**config.mk**
```make
export PLATFORM = sky130hd
export DESIGN_NAME = encoder_4_2_sync_flat
export DESIGN_NICKNAME = d
export VERILOG_FILES = /design/src/rtl/encoder_4_2_sync_if.sv /design/src/rtl/encoder_4_2_sync.sv /design/src/flat_wrapper.sv
export SDC_FILE = /design/constraint.sdc
export NUM_CORES = 1
export LEC_CHECK = 0
export BUFFER_PORTS_ARGS = -buffer_cell sky130_fd_sc_hd__buf_2
export CAP_MARGIN = 20
export CORE_AREA = 2 2 39 41
export DETAILED_ROUTE_END_ITERATION = 10
export DIE_AREA = 0 0 41 43
export PLACE_DENSITY = 0.72
export SETUP_SLACK_MARGIN = 0.4
export SKIP_CTS_REPAIR_TIMING = 1
export SYNTH_ARGS = -nofsm -noshare
export SYNTH_HDL_FRONTEND = slang
export SYNTH_SLANG_ARGS = --single-unit
```
**constraint.sdc**
```tcl
create_clock -name clk -period 3.5 [get_ports clk]
set_clock_uncertainty 0.2 [all_clocks]
set_input_delay 0 -clock clk [delete_from_list [all_inputs] [get_ports clk]]
set_output_delay 0 -clock clk [all_outputs]
set_load 0.02 [all_outputs]
```
**src/rtl/encoder_4_2_sync_if.sv**
```systemverilog
// Request/index bundle between event sources, the 4-to-2 encoder and its consumer.
// master drives requests and ack; slave (the encoder) returns the index and status.
interface encoder_4_2_sync_if;
  logic       en;
  logic [3:0] y_in;
  logic       ack;
  logic [1:0] x;
  logic       valid;
  logic       multi;
  logic [3:0] pending;

  modport master (
    output en, y_in, ack,
    input  x, valid, multi, pending
  );

  modport slave (
    input  en, y_in, ack,
    output x, valid, multi, pending
  );
endinterface

```
**src/rtl/encoder_4_2_sync.sv**
```systemverilog
// Registered 4-to-2 priority encoder: requests coalesce into a pending register; index held until ack.
// Latency 2 edges request-to-valid; one index per clk while ack=1, x frozen while ack=0.
module encoder_4_2_sync #(
  parameter int NREQ       = 4,
  parameter bit HIGH_FIRST = 1'b1
) (
  input  logic               clk,
  input  logic               rst,
  encoder_4_2_sync_if.slave  bus
);

  localparam int IDX_W = $clog2(NREQ);

  typedef enum logic {
    IDLE = 1'b0,
    HOLD = 1'b1
  } state_t;

  state_t            state_q;
  state_t            state_nxt;
  logic [IDX_W-1:0]  x_q;
  logic [IDX_W-1:0]  x_nxt;
  logic [NREQ-1:0]   pending_q;
  logic [NREQ-1:0]   pending_nxt;
  logic [NREQ-1:0]   clr_mask;
  logic [NREQ-1:0]   rest;
  logic [NREQ-1:0]   cap;
  logic              multi_q;
  logic              multi_nxt;

  function automatic logic [IDX_W-1:0] prio_enc(input logic [NREQ-1:0] v);
    logic [IDX_W-1:0] idx;
    idx = '0;
    // Last match wins, so the scan direction sets the priority order.
    if (HIGH_FIRST) begin
      for (int i = 0; i < NREQ; i++)
        if (v[i]) idx = i[IDX_W-1:0];
    end else begin
      for (int i = NREQ - 1; i >= 0; i--)
        if (v[i]) idx = i[IDX_W-1:0];
    end
    return idx;
  endfunction

  function automatic logic [NREQ-1:0] bit_of(input logic [IDX_W-1:0] idx);
    return {{(NREQ-1){1'b0}}, 1'b1} << idx;
  endfunction

  function automatic int popcount(input logic [NREQ-1:0] v);
    int cnt;
    cnt = 0;
    for (int i = 0; i < NREQ; i++)
      cnt = cnt + int'(v[i]);
    return cnt;
  endfunction

  assign cap = bus.en ? bus.y_in : '0;

  always_comb begin
    state_nxt = state_q;
    x_nxt     = x_q;
    clr_mask  = '0;
    rest      = pending_q & ~bit_of(x_q);
    case (state_q)
      IDLE: begin
        if (|pending_q) begin
          x_nxt     = prio_enc(pending_q);
          clr_mask  = bit_of(prio_enc(pending_q));
          state_nxt = HOLD;
        end
      end
      HOLD: begin
        if (bus.ack) begin
          if (|rest) begin
            x_nxt    = prio_enc(rest);
            clr_mask = bit_of(prio_enc(rest));
          end else begin
            state_nxt = IDLE;
          end
        end
      end
      default: state_nxt = IDLE;
    endcase
    // Set after clear: a fresh request for the bit being loaded stays pending.
    pending_nxt = (pending_q & ~clr_mask) | cap;
    multi_nxt   = bus.en && (popcount(bus.y_in) >= 2);
  end

  always_ff @(posedge clk) begin
    if (rst) begin
      state_q   <= IDLE;
      x_q       <= '0;
      pending_q <= '0;
      multi_q   <= 1'b0;
    end else begin
      state_q   <= state_nxt;
      x_q       <= x_nxt;
      pending_q <= pending_nxt;
      multi_q   <= multi_nxt;
    end
  end

  assign bus.x       = x_q;
  assign bus.valid   = (state_q == HOLD);
  assign bus.multi   = multi_q;
  assign bus.pending = pending_q;

endmodule

```
**src/flat_wrapper.sv**
```systemverilog
// flat-port wrapper written by rule: the top's interface ports become plain ports
module encoder_4_2_sync_flat 
#(
  parameter int NREQ       = 4,
  parameter bit HIGH_FIRST = 1'b1
)
  (clk, rst, bus_en, bus_y_in, bus_ack, bus_x, bus_valid, bus_multi, bus_pending);
  encoder_4_2_sync_if bus_i ();
  input  logic clk;
  input  logic rst;
  input wire logic [$bits(bus_i.en)-1:0] bus_en;
  input wire logic [$bits(bus_i.y_in)-1:0] bus_y_in;
  input wire logic [$bits(bus_i.ack)-1:0] bus_ack;
  output wire logic [$bits(bus_i.x)-1:0] bus_x;
  output wire logic [$bits(bus_i.valid)-1:0] bus_valid;
  output wire logic [$bits(bus_i.multi)-1:0] bus_multi;
  output wire logic [$bits(bus_i.pending)-1:0] bus_pending;
  assign bus_i.en = bus_en;
  assign bus_i.y_in = bus_y_in;
  assign bus_i.ack = bus_ack;
  assign bus_x = bus_i.x;
  assign bus_valid = bus_i.valid;
  assign bus_multi = bus_i.multi;
  assign bus_pending = bus_i.pending;
  encoder_4_2_sync #(.NREQ(NREQ), .HIGH_FIRST(HIGH_FIRST)) u_core (.clk(clk), .rst(rst), .bus(bus_i));
endmodule
```
==> summary.txt, run 1 <==
CP top delay family -> buffers and inverters
WHS -> 0.3178 ns
P_leak -> 0.3205 nW
drt total wl -> 1.306 mm
layout cells sized above 1 -> 23.66%
Yosys warnings -> 0
Peak supply drop -> 0.1731 mV
die area -> 1763 um2
Cells after Synth -> 65
largest area contributor in the netlist -> dfxtp_1
Synth cell types -> 31
Overflow after GRT -> 0
# clock sinks -> 8
most frequent cell after synthesis -> nand2_1
H-tree level count -> 1
Worst Hold Depth -> 4
syn_area_per_cell -> 7.988 um2
Async SR Flop Fraction -> 0%
fin crit period -> 2.521 ns
Placeable Area -> 1384 um2
Worst Max-Slew Pin Slew -> 0.3680 ns
DRC viols -> 0
die height -> 43 um
Num CTS Buffers -> 3
FF-to-FF End -> u_core.bus.pending[2]$_SDFF_PP0_
register area share after synthesis -> 30.84%
Avg Vias per Cell -> 5.358
initial antenna violation count -> 0
Post-Syn Nets -> 75
Power Density -> 345.9 nW/um2
proportion of netlist area held by the largest area contributor -> 30.84%
status -> complete, no violations
max_cap viols -> 0
critical path type -> reg2reg
row count -> 14
WL per Instance -> 11.98 um
post-DP HPWL -> 857.9 um
Slowest-stage cell, CP -> dlygate4sd3_1
most frequent cells after synthesis -> nand2_1, dfxtp_1, a21oi_1, nor2_1, o21ai_0
final hold vios -> 0
Fmax achieved -> 0.3967 GHz
Root Driver -> clkbuf_4
critical path data arrival time -> 2.47 ns
Die W -> 41 um
Worst Hold Class -> in2reg
Cell Chain, Critical Path -> inv_1 -> a21oi_1 -> or2_2 -> a32oi_1 -> dlygate4sd3_1 -> nor2_1 -> dlygate4sd3_1
launching point of the worst reg2reg path -> u_core.bus.valid$_SDFF_PP0_
Diodes inserted -> 0
antenna viol nets, final -> 0
synthesized flop and latch total -> 8
Initial Util -> 37.52%
Worst-path clk slew -> 0.06 ns
Pre-antenna DRT Iters -> 4
crit end category -> flip-flop
synthesized cell area -> 519.2 um2
flop2flop setup slack -> 0.98 ns
Slew Limit Headroom -> 75.43%
Clock Tree Buf Depth -> 2
hold_sp -> bus_y_in[3]
r2r worst-path depth -> 7
Worst EP required -> 3.45 ns
CP max FO -> 10
Final Wtd Congestion -> 0.7589
DRT iter0 DRCs -> 8
Worst Path Buf+Inv -> 3
CTS tree -> yes
final setup violation count -> 0
Nets -> 105
port bufs -> 15
# IOs -> 16
Synth-to-Final Area Change -> 44.34%
Slew Viols, Final -> 0
RSZ-0062 raised after global routing -> no
Most used DFF post-synth -> dfxtp_1
pin count of the biggest net entering global routing -> 14
ranking of synthesized cells by area -> dfxtp_1, nand2_1, a21oi_1
Worst path max stage delay -> 0.57 ns
startpoint types -> flip-flop
worst skew pair latency -> 0.26 ns
Hold Path End -> u_core.bus.pending[3]$_SDFF_PP0_
first-pass GRT wire length -> 1.911 mm
vias in the first global route -> 456
EDFF count, synth -> 0
Final TNS setup -> 0 ns
detailed-route via count -> 584
fin crit share -> 72.01%
GR Util All Layers -> 16.48%
most used cell, CP -> dlygate4sd3_1
registers in the layout, summed over array words and instances, names as in the netlist:
register	count
u_core.bus.pending	4
u_core.bus.valid	1
u_core.bus.x	2
u_core.bus.multi	1
power breakdown:
part	total [W]	switching [W]	internal (W)
combinational	0.0000746	0.0000382	0.0000364
sequential	0.000112	0.0000142	0.0000981
clock	0.0000723	0.0000330	0.0000393
total	0.000259	0.0000854	0.000174
cells by family (layout without fill, tap and decap cells):
kind of cell / count (synthesis) / after routing / synth area share, %
buffers and inverters: 6 / 34 / 6.746
multiplexers: 1 / 1 / 1.928
AO/OA/AOI/OAI: 18 / 18 / 24.58
adder cells (fa/ha/maj): 2 / 2 / 4.819
AND/OR/NAND/NOR: 30 / 30 / 31.08
flip-flops: 8 / 8 / 30.84
layout make-up:
class | count | area (um2)
fill | 145 | 634.4
sequential | 8 | 160.2
inverter | 2 | 7.507
multi-input combinational | 51 | 324.1
timing repair buffer | 29 | 215.2
clock buffer | 3 | 22.52
tap | 16 | 20.02
worst register-to-register path, stage by stage (launching register included):
cell,delay [ns]
dfxtp_1,0.41
inv_1,0.17
a21oi_1,0.05
or2_2,0.27
a32oi_1,0.18
dlygate4sd3_1,0.57
nor2_1,0.04
dlygate4sd3_1,0.54
worst max-delay path by stage:
stage | startpoint | end | slack (ns) | depth (start not counted)
after floorplan | u_core.bus.x[0]$_SDFFE_PP0P_ | u_core.bus.pending[0]$_SDFF_PP0_ | 1.80 | 6
after global placement | u_core.bus.x[0]$_SDFFE_PP0P_ | u_core.bus.pending[0]$_SDFF_PP0_ | 1.79 | 5
after detailed placement | u_core.bus.x[0]$_SDFFE_PP0P_ | u_core.bus.pending[0]$_SDFF_PP0_ | 1.76 | 5
after CTS | u_core.bus.x[0]$_SDFFE_PP0P_ | u_core.bus.pending[0]$_SDFF_PP0_ | 1.70 | 5
after global routing | u_core.bus.valid$_SDFF_PP0_ | u_core.bus.pending[2]$_SDFF_PP0_ | 0.86 | 7
final | u_core.bus.valid$_SDFF_PP0_ | u_core.bus.pending[2]$_SDFF_PP0_ | 0.98 | 7
layout by cell type (no fill, tap or decap), drive strengths merged, types with 2 or more instances in the layout:
cell,instances
clkbuf,3
nor3b,2
dlygate4sd3,14
nand2,9
nor2,6
or3,2
a32oi,2
nand3b,2
buf,15
ha,2
inv,2
dfxtp,8
nor2b,2
nand3,2
o21ai,3
a21oi,6
metrics by stage:
stage / instances / setup WS (ns) / utilization [%] / total power, W / instance area [um2]
6_report: 109 / 0.9795 / 54.16 / 0.0002592 / 749.5
5_1_grt: 109 / 0.8584 / 54.16 / 0.0002723 / 749.5
4_1_cts: 95 / 1.697 / 44.03 / 0.0002484 / 609.3
3_5_place_dp: 92 / 1.760 / 42.41 / 0.0001752 / 586.8
3_3_place_gp: 92 / 1.790 / 42.41 / 0.0001742 / 586.8
2_1_floorplan: 65 / 1.799 / - / 0.0001584 / 519.2
layer usage:
metal / wire length, um / up-vias / GRT usage, %
met2: 657 / 12 / 24.06
met4: 42 / 0 / 14.00
met3: 33 / 5 / 1.571
met1: 573 / 271 / 20.32
met5: 0 / - / 0
li1: - / 296 / -
Note: power is estimated with default switching activity, not from simulation.
==> run 2, diff against run 1 <==
--- a/config.mk
+++ b/config.mk
@@ -5,12 +5,13 @@
 export SDC_FILE = /design/constraint.sdc
 export NUM_CORES = 1
 export LEC_CHECK = 0
+export ABC_AREA = 1
 export BUFFER_PORTS_ARGS = -buffer_cell sky130_fd_sc_hd__buf_2
 export CAP_MARGIN = 20
 export CORE_AREA = 2 2 39 41
 export DETAILED_ROUTE_END_ITERATION = 10
 export DIE_AREA = 0 0 41 43
-export PLACE_DENSITY = 0.72
+export PLACE_DENSITY = 0.7
 export SETUP_SLACK_MARGIN = 0.4
 export SKIP_CTS_REPAIR_TIMING = 1
 export SYNTH_ARGS = -nofsm -noshare
==> constraint.sdc (replaced) <==
create_clock -name clk -period 2.5 [get_ports clk]
set_clock_uncertainty 0.2 [all_clocks]
set_input_delay 0 -clock clk [delete_from_list [all_inputs] [get_ports clk]]
set_output_delay 0 -clock clk [all_outputs]
set_load 0.02 [all_outputs]
==> summary.txt, run 2 <==
status -> complete, no violations
Slew Viols, Final -> 0 (unchanged)
row count -> 14 (unchanged)
P_leak -> 0.3808 nW (+19%)
pre-CTS WS -> 1.077 ns (-0.6828 ns)
Simple-Gate Fraction of Synth Area -> 39.24% (+8.2 points)
Power Density -> 524.8 nW/um2 (+52%)
Adder-Cell Fraction of Synth Area -> 5.063% (+0.24 points)
commonest non-fill, non-tap cells in the layout -> nand2_1, buf_2, dlygate4sd3_1
pin count of the biggest net entering global routing -> 7 (-7)
XOR/XNOR Fraction of Synth Area -> 0% (unchanged)
Synth-to-Final Area Change -> 48.10%
H-tree level count -> 1 (unchanged)
initial antenna violation count -> 0 (unchanged)
# clock sinks -> 8 (unchanged)
die area -> 1763 um2 (unchanged)
Diodes inserted -> 0 (unchanged)
Synth cell types -> 18 (-42%)
post-route cell area -> 732.0 um2 (-2.3%)
Cells after Synth -> 77 (+18%)
most frequent cell after synthesis -> nand2_1
Post-Syn Nets -> 87 (+16%)
Clock Tree Buf Depth -> 2 (unchanged)
commonest non-fill, non-tap cell in the layout -> nand2_1
most frequent cells after synthesis -> nand2_1, dfxtp_1, inv_1, nor2_1, nand3_1
setup slack after layout -> 0.5065 ns (-0.4730 ns)
worst skew pair latency -> 0.25 ns (about the same)
syn_area_per_cell -> 6.418 um2 (-20%)
footprint of the multi-input gates -> 292.8 um2 (-9.7%)
Worst EP required -> 2.43 ns (-1.02 ns)
WL per Instance -> 10.42 um (-13%)
Overflow after GRT -> 0 (unchanged)
drt total wl -> 1.282 mm (-1.8%)
storage element area -> 160.2 um2 (unchanged)
fin crit share -> 79.74% (+7.7 points)
register area share after synthesis -> 32.41% (+1.6 points)
Placeable Area -> 1384 um2 (unchanged)
flop2flop setup slack -> 0.51 ns (-0.47 ns)
Final Wtd Congestion -> 0.8030 (+5.8%)
Slew Limit Headroom -> 84.99% (+9.6 points)
GR Util All Layers -> 15.49% (-0.99 points)
ranking of synthesized cells by area -> dfxtp_1, nand2_1, nand3_1
max_cap viols -> 0 (unchanged)
Fmax achieved -> 0.5016 GHz (+26%)
RSZ-0062 raised after global routing -> no
Peak supply drop -> 0.2609 mV (+51%)
max reg flops -> 4 (unchanged)
Nets -> 119 (+13%)
die height -> 43 um (unchanged)
proportion of netlist area held by the largest area contributor -> 32.41% (+1.6 points)
startpoint types -> flip-flop
Final TNS setup -> 0 ns (unchanged)
largest family of logic cells by synthesized area -> simple AND/OR/NAND/NOR gates
CP max FO -> 6 (-4)
vias in the first global route -> 491 (+7.7%)
FILL cells -> 132 (-9.0%)
EDFF count, synth -> 0 (unchanged)
Pre-antenna DRT Iters -> 4 (unchanged)
first-pass GRT wire length -> 1.842 mm (-3.6%)
Worst Max-Slew Pin Slew -> 0.2228 ns (-0.1452 ns)
layout cells sized above 1 -> 24.30% (+0.64 points)
Most used DFF post-synth -> dfxtp_1
mux cell area share after synthesis -> 0% (-1.9 points)
final setup violation count -> 0 (unchanged)
WHS -> 0.3267 ns (+0.008898 ns)
critical path data arrival time -> 1.93 ns (-0.54 ns)
crit end category -> flip-flop
fin crit period -> 1.993 ns (-0.5270 ns)
# IOs -> 16 (unchanged)
largest area contributor in the netlist -> dfxtp_1
Worst Hold Class -> in2reg
Root Driver -> clkbuf_4
synthesized flop and latch total -> 8 (unchanged)
port bufs -> 15 (unchanged)
Async SR Flop Fraction -> 0% (unchanged)
Die W -> 41 um (unchanged)
Worst-path clk slew -> 0.05 ns (about the same)
Initial Util -> 35.71% (-1.8 points)
critical path type -> reg2reg
post-synthesis compound-gate area fraction -> 14.94% (-9.6 points)
Yosys warnings -> 0 (unchanged)
synthesized cell area -> 494.2 um2 (-4.8%)
antenna viol nets, final -> 0 (unchanged)
final hold vios -> 0 (unchanged)
detailed-route via count -> 578 (-1.0%)
Avg Vias per Cell -> 4.699 (-12%)
DRT iter0 DRCs -> 10 (+2)
Num CTS Buffers -> 3 (unchanged)
DRC viols -> 0 (unchanged)
CTS tree -> yes
placed cell areas -> 589.3 um2 (+0.43%)
post-DP HPWL -> 906.5 um (+5.7%)
[run 2: cell types whose count changed after synthesis, moves of 3 or more]
cell,delta
inv_1,+5
nand3_1,+5
nand2_1,+14
nand2_2,+3
inv_2,+3
nor3_1,+3
[run 2: metrics by stage]
| stage | utilization (%) | power (W) | cells |
|---|---|---|---|
| after global placement | 42.59 | 0.0002739 | 108 |
| after CTS | 44.21 | 0.0003739 | 111 |
| after global routing | 52.89 | 0.0004117 | 123 |
| after floorplan | - | 0.0002414 | 77 |
| final | 52.89 | 0.0003841 | 123 |
| after detailed placement | 42.59 | 0.0002758 | 108 |
[run 2: report_power, final]
| group | internal [W] | total (W) | switching, W |
|---|---|---|---|
| logic | 0.0000548 | 0.000133 | 0.0000782 |
| registers | 0.000141 | 0.000156 | 0.0000151 |
| clock network | 0.0000547 | 0.0000951 | 0.0000404 |
[run 2: layout make-up]
cell class,instances,share of cell area [%]
flip-flops and latches,8,21.88
inverters,11,5.641
repair buffers,27,26.67
clock buffers,3,3.077
well taps,16,2.735
multi-input cells,58,40.00
[run 2: worst paths after layout]
check | to | start | depth (start not counted)
worst max-delay path | u_core.bus.pending[0]$_SDFF_PP0_ | u_core.bus.x[1]$_SDFFE_PP0P_ | 8
worst min-delay path | u_core.bus.pending[3]$_SDFF_PP0_ | bus_y_in[3] | 4
worst max register to register | u_core.bus.pending[0]$_SDFF_PP0_ | u_core.bus.x[1]$_SDFFE_PP0P_ | 8
worst min register to register | u_core.bus.x[1]$_SDFFE_PP0P_ | u_core.bus.x[1]$_SDFFE_PP0P_ | 2
[run 2: kinds of logic after synthesis]
kind of cell | Yosys count
buffers and inverters | 11
AO/OA/AOI/OAI | 12
adder cells (fa/ha/maj) | 2
AND/OR/NAND/NOR | 44
flip-flops | 8
[run 2: metal layers]
layer / share of wire [%] / wire (um) / vias up / global-route usage, %
met5: 0 / 0 / - / 0
met4: 0 / 0 / 0 / 10.00
met3: 4.6 / 59 / 0 / 1.571
met2: 52 / 667 / 15 / 22.81
met1: 43 / 554 / 252 / 20.39
li1: - / - / 311 / -
[run 2: worst max-delay path, cell delays in order (launching register included)]
cell,delay [ns]
dfxtp_1,0.40
nand2_1,0.13
nand2_2,0.12
nand2_4,0.08
nor3_1,0.17
nand3_1,0.11
nand3_1,0.08
nand2_1,0.05
dlygate4sd3_1,0.54
==> run 3, diff against run 2 <==
--- a/config.mk
+++ b/config.mk
@@ -11,7 +11,7 @@
 export CORE_AREA = 2 2 39 41
 export DETAILED_ROUTE_END_ITERATION = 10
 export DIE_AREA = 0 0 41 43
-export PLACE_DENSITY = 0.7
+export PLACE_DENSITY = 0.73
 export SETUP_SLACK_MARGIN = 0.4
 export SKIP_CTS_REPAIR_TIMING = 1
 export SYNTH_ARGS = -nofsm -noshare
==> constraint.sdc (replaced) <==
create_clock -name clk -period 1.77 [get_ports clk]
set_clock_uncertainty 0.2 [all_clocks]
set_input_delay 0 -clock clk [delete_from_list [all_inputs] [get_ports clk]]
set_output_delay 0 -clock clk [all_outputs]
set_load 0.02 [all_outputs]
==> summary.txt, run 3 (synthesis gave the netlist of run 2 again) <==
Overflow after GRT -> 0 (unchanged)
max_cap viols -> 0 (unchanged)
Pre-antenna DRT Iters -> 4 (unchanged)
CTS tree -> yes
flop2flop setup slack -> 0.42 ns (-0.09 ns)
row count -> 14 (unchanged)
Num CTS Buffers -> 3 (unchanged)
Peak supply drop -> 0.3820 mV (+46%)
P_leak -> 0.3764 nW (-1.1%)
post-route cell area -> 747.0 um2 (+2.1%)
antenna viol nets, final -> 0 (unchanged)
startpoint types -> flip-flop
Slew Limit Headroom -> 84.39% (-0.60 points)
H-tree level count -> 1 (unchanged)
final hold vios -> 1 (+1)
Worst Hold Depth -> 4 (unchanged)
# clock sinks -> 8 (unchanged)
fin crit share -> 76.36% (-3.4 points)
Clock Tree Buf Depth -> 2 (unchanged)
placed cell areas -> 591.8 um2 (+0.42%)
post-DP HPWL -> 905.4 um (-0.12%)
detailed-route via count -> 600 (+3.8%)
CP max FO -> 6 (unchanged)
WL per Instance -> 10.91 um (+4.7%)
status -> finished with violations
first-pass GRT wire length -> 1.869 mm (+1.5%)
Worst Max-Slew Pin Slew -> 0.2338 ns (+0.01098 ns)
fin crit period -> 1.352 ns (-0.6420 ns)
worst skew pair latency -> 0.25 ns (about the same)
initial antenna violation count -> 0 (unchanged)
Worst EP required -> 1.75 ns (-0.68 ns)
wl on met1 -> 513 um (-7.4%)
RSZ-0062 raised after global routing -> yes
Final Wtd Congestion -> 0.9068 (+13%)
DRC viols -> 0 (unchanged)
commonest non-fill, non-tap cell in the layout -> nand2_1
commonest non-fill, non-tap cells in the layout -> nand2_1, buf_2, nor2_1, dlygate4sd3_1, nand2_2
WHS -> -0.04180 ns (-0.3685 ns)
launching point of the worst reg2reg path -> u_core.bus.x[1]$_SDFFE_PP0P_
FF-to-FF End -> u_core.bus.x[1]$_SDFFE_PP0P_
port bufs -> 15 (unchanged)
layout cells sized above 1 -> 38.10% (+14 points)
pin count of the biggest net entering global routing -> 7 (unchanged)
GR Util All Layers -> 15.81% (+0.32 points)
Fmax achieved -> 0.7399 GHz (+48%)
Die W -> 41 um (unchanged)
critical path data arrival time -> 1.33 ns (-0.60 ns)
die height -> 43 um (unchanged)
met2 WL -> 723 um (+8.4%)
Synth-to-Final Area Change -> 51.14%
die area -> 1763 um2 (unchanged)
# IOs -> 16 (unchanged)
crit end category -> flip-flop
Final TNS setup -> 0 ns (unchanged)
Nets -> 117 (-1.7%)
Avg Vias per Cell -> 4.959 (+5.5%)
Diodes inserted -> 0 (unchanged)
Root Driver -> clkbuf_4
Power Density -> 762.9 nW/um2 (+45%)
Hold Path End -> u_core.bus.multi$_SDFF_PP0_
hold_sp -> bus_y_in[0]
vias in the first global route -> 507 (+3.3%)
failing checks -> hold timing
DRT iter0 DRCs -> 16 (+6)
uppermost layer routed -> met4
Placeable Area -> 1384 um2 (unchanged)
Met3 Wirelength -> 57 um (-3.4%)
max reg flops -> 4 (unchanged)
Initial Util -> 35.71% (unchanged)
drt total wl -> 1.320 mm (+3.0%)
Worst-path clk slew -> 0.05 ns (about the same)
critical path type -> reg2reg
final setup violation count -> 0 (unchanged)
Worst Hold Class -> in2reg
r2r worst-path depth -> 7 (-1)
Slew Viols, Final -> 0 (unchanged)
[run 3: changes by cell type in the layout (fill, tap and decap cells not counted), sizes merged]
cell         change
buf              +3
dlygate4sd3      -5
[run 3: final cells by class]
cell class              instances  area (um2)
clock buffers                   3       22.52
fillers                       128       636.9
inverters                      11       43.79
multi-input cells              58       324.1
flip-flops and latches          8       168.9
well taps                      16       20.02
repair buffers                 25       167.7
[run 3: how the worst max path moves through the flow]
stage,startpoint,to,slack (ns),depth (start not counted)
3_5_place_dp,u_core.bus.x[0]$_SDFFE_PP0P_,u_core.bus.x[1]$_SDFFE_PP0P_,0.36,6
5_1_grt,u_core.bus.x[0]$_SDFFE_PP0P_,u_core.bus.pending[0]$_SDFF_PP0_,0.31,7
2_1_floorplan,u_core.bus.x[1]$_SDFFE_PP0P_,u_core.bus.x[1]$_SDFFE_PP0P_,0.42,7
6_report,u_core.bus.x[1]$_SDFFE_PP0P_,u_core.bus.x[1]$_SDFFE_PP0P_,0.42,7
4_1_cts,u_core.bus.x[0]$_SDFFE_PP0P_,u_core.bus.x[0]$_SDFFE_PP0P_,0.34,6
3_3_place_gp,u_core.bus.x[0]$_SDFFE_PP0P_,u_core.bus.x[1]$_SDFFE_PP0P_,0.33,6
[run 3: where the power goes]
group / internal [W] / switching [W]
Sequential: 0.000203 / 0.0000335
Clock: 0.0000773 / 0.0000575
Combinational: 0.0000832 / 0.000115
[run 3: critical path, cell delays in order (launching register included)]
cell	delay [ns]
dfxtp_4	0.37
o21ai_4	0.16
nand2_2	0.09
o21ai_4	0.21
nand2_2	0.07
nand2_1	0.06
nand2_1	0.04
nor2_1	0.07
[run 3: per-stage QoR]
step	hold WS, ns	total power (W)	cells	utilization [%]	worst slack, ns
finish	-0.04180	0.0005698	121	53.98	0.4185
global route	0.004806	0.0006152	121	53.98	0.3135
CTS	-0.2408	0.0005317	111	44.39	0.3385
detailed placement	0.02619	0.0003908	108	42.77	0.3619
global placement	0.01812	0.0003898	108	42.77	0.3264
floorplan	-0.1042	0.0003429	77	-	0.4172
[run 3: metal layers]
layer	vias up	track usage (%)
li1	310	-
met1	267	18.83
met2	19	22.81
met4	0	13.33
met5	-	0
met3	4	3.141
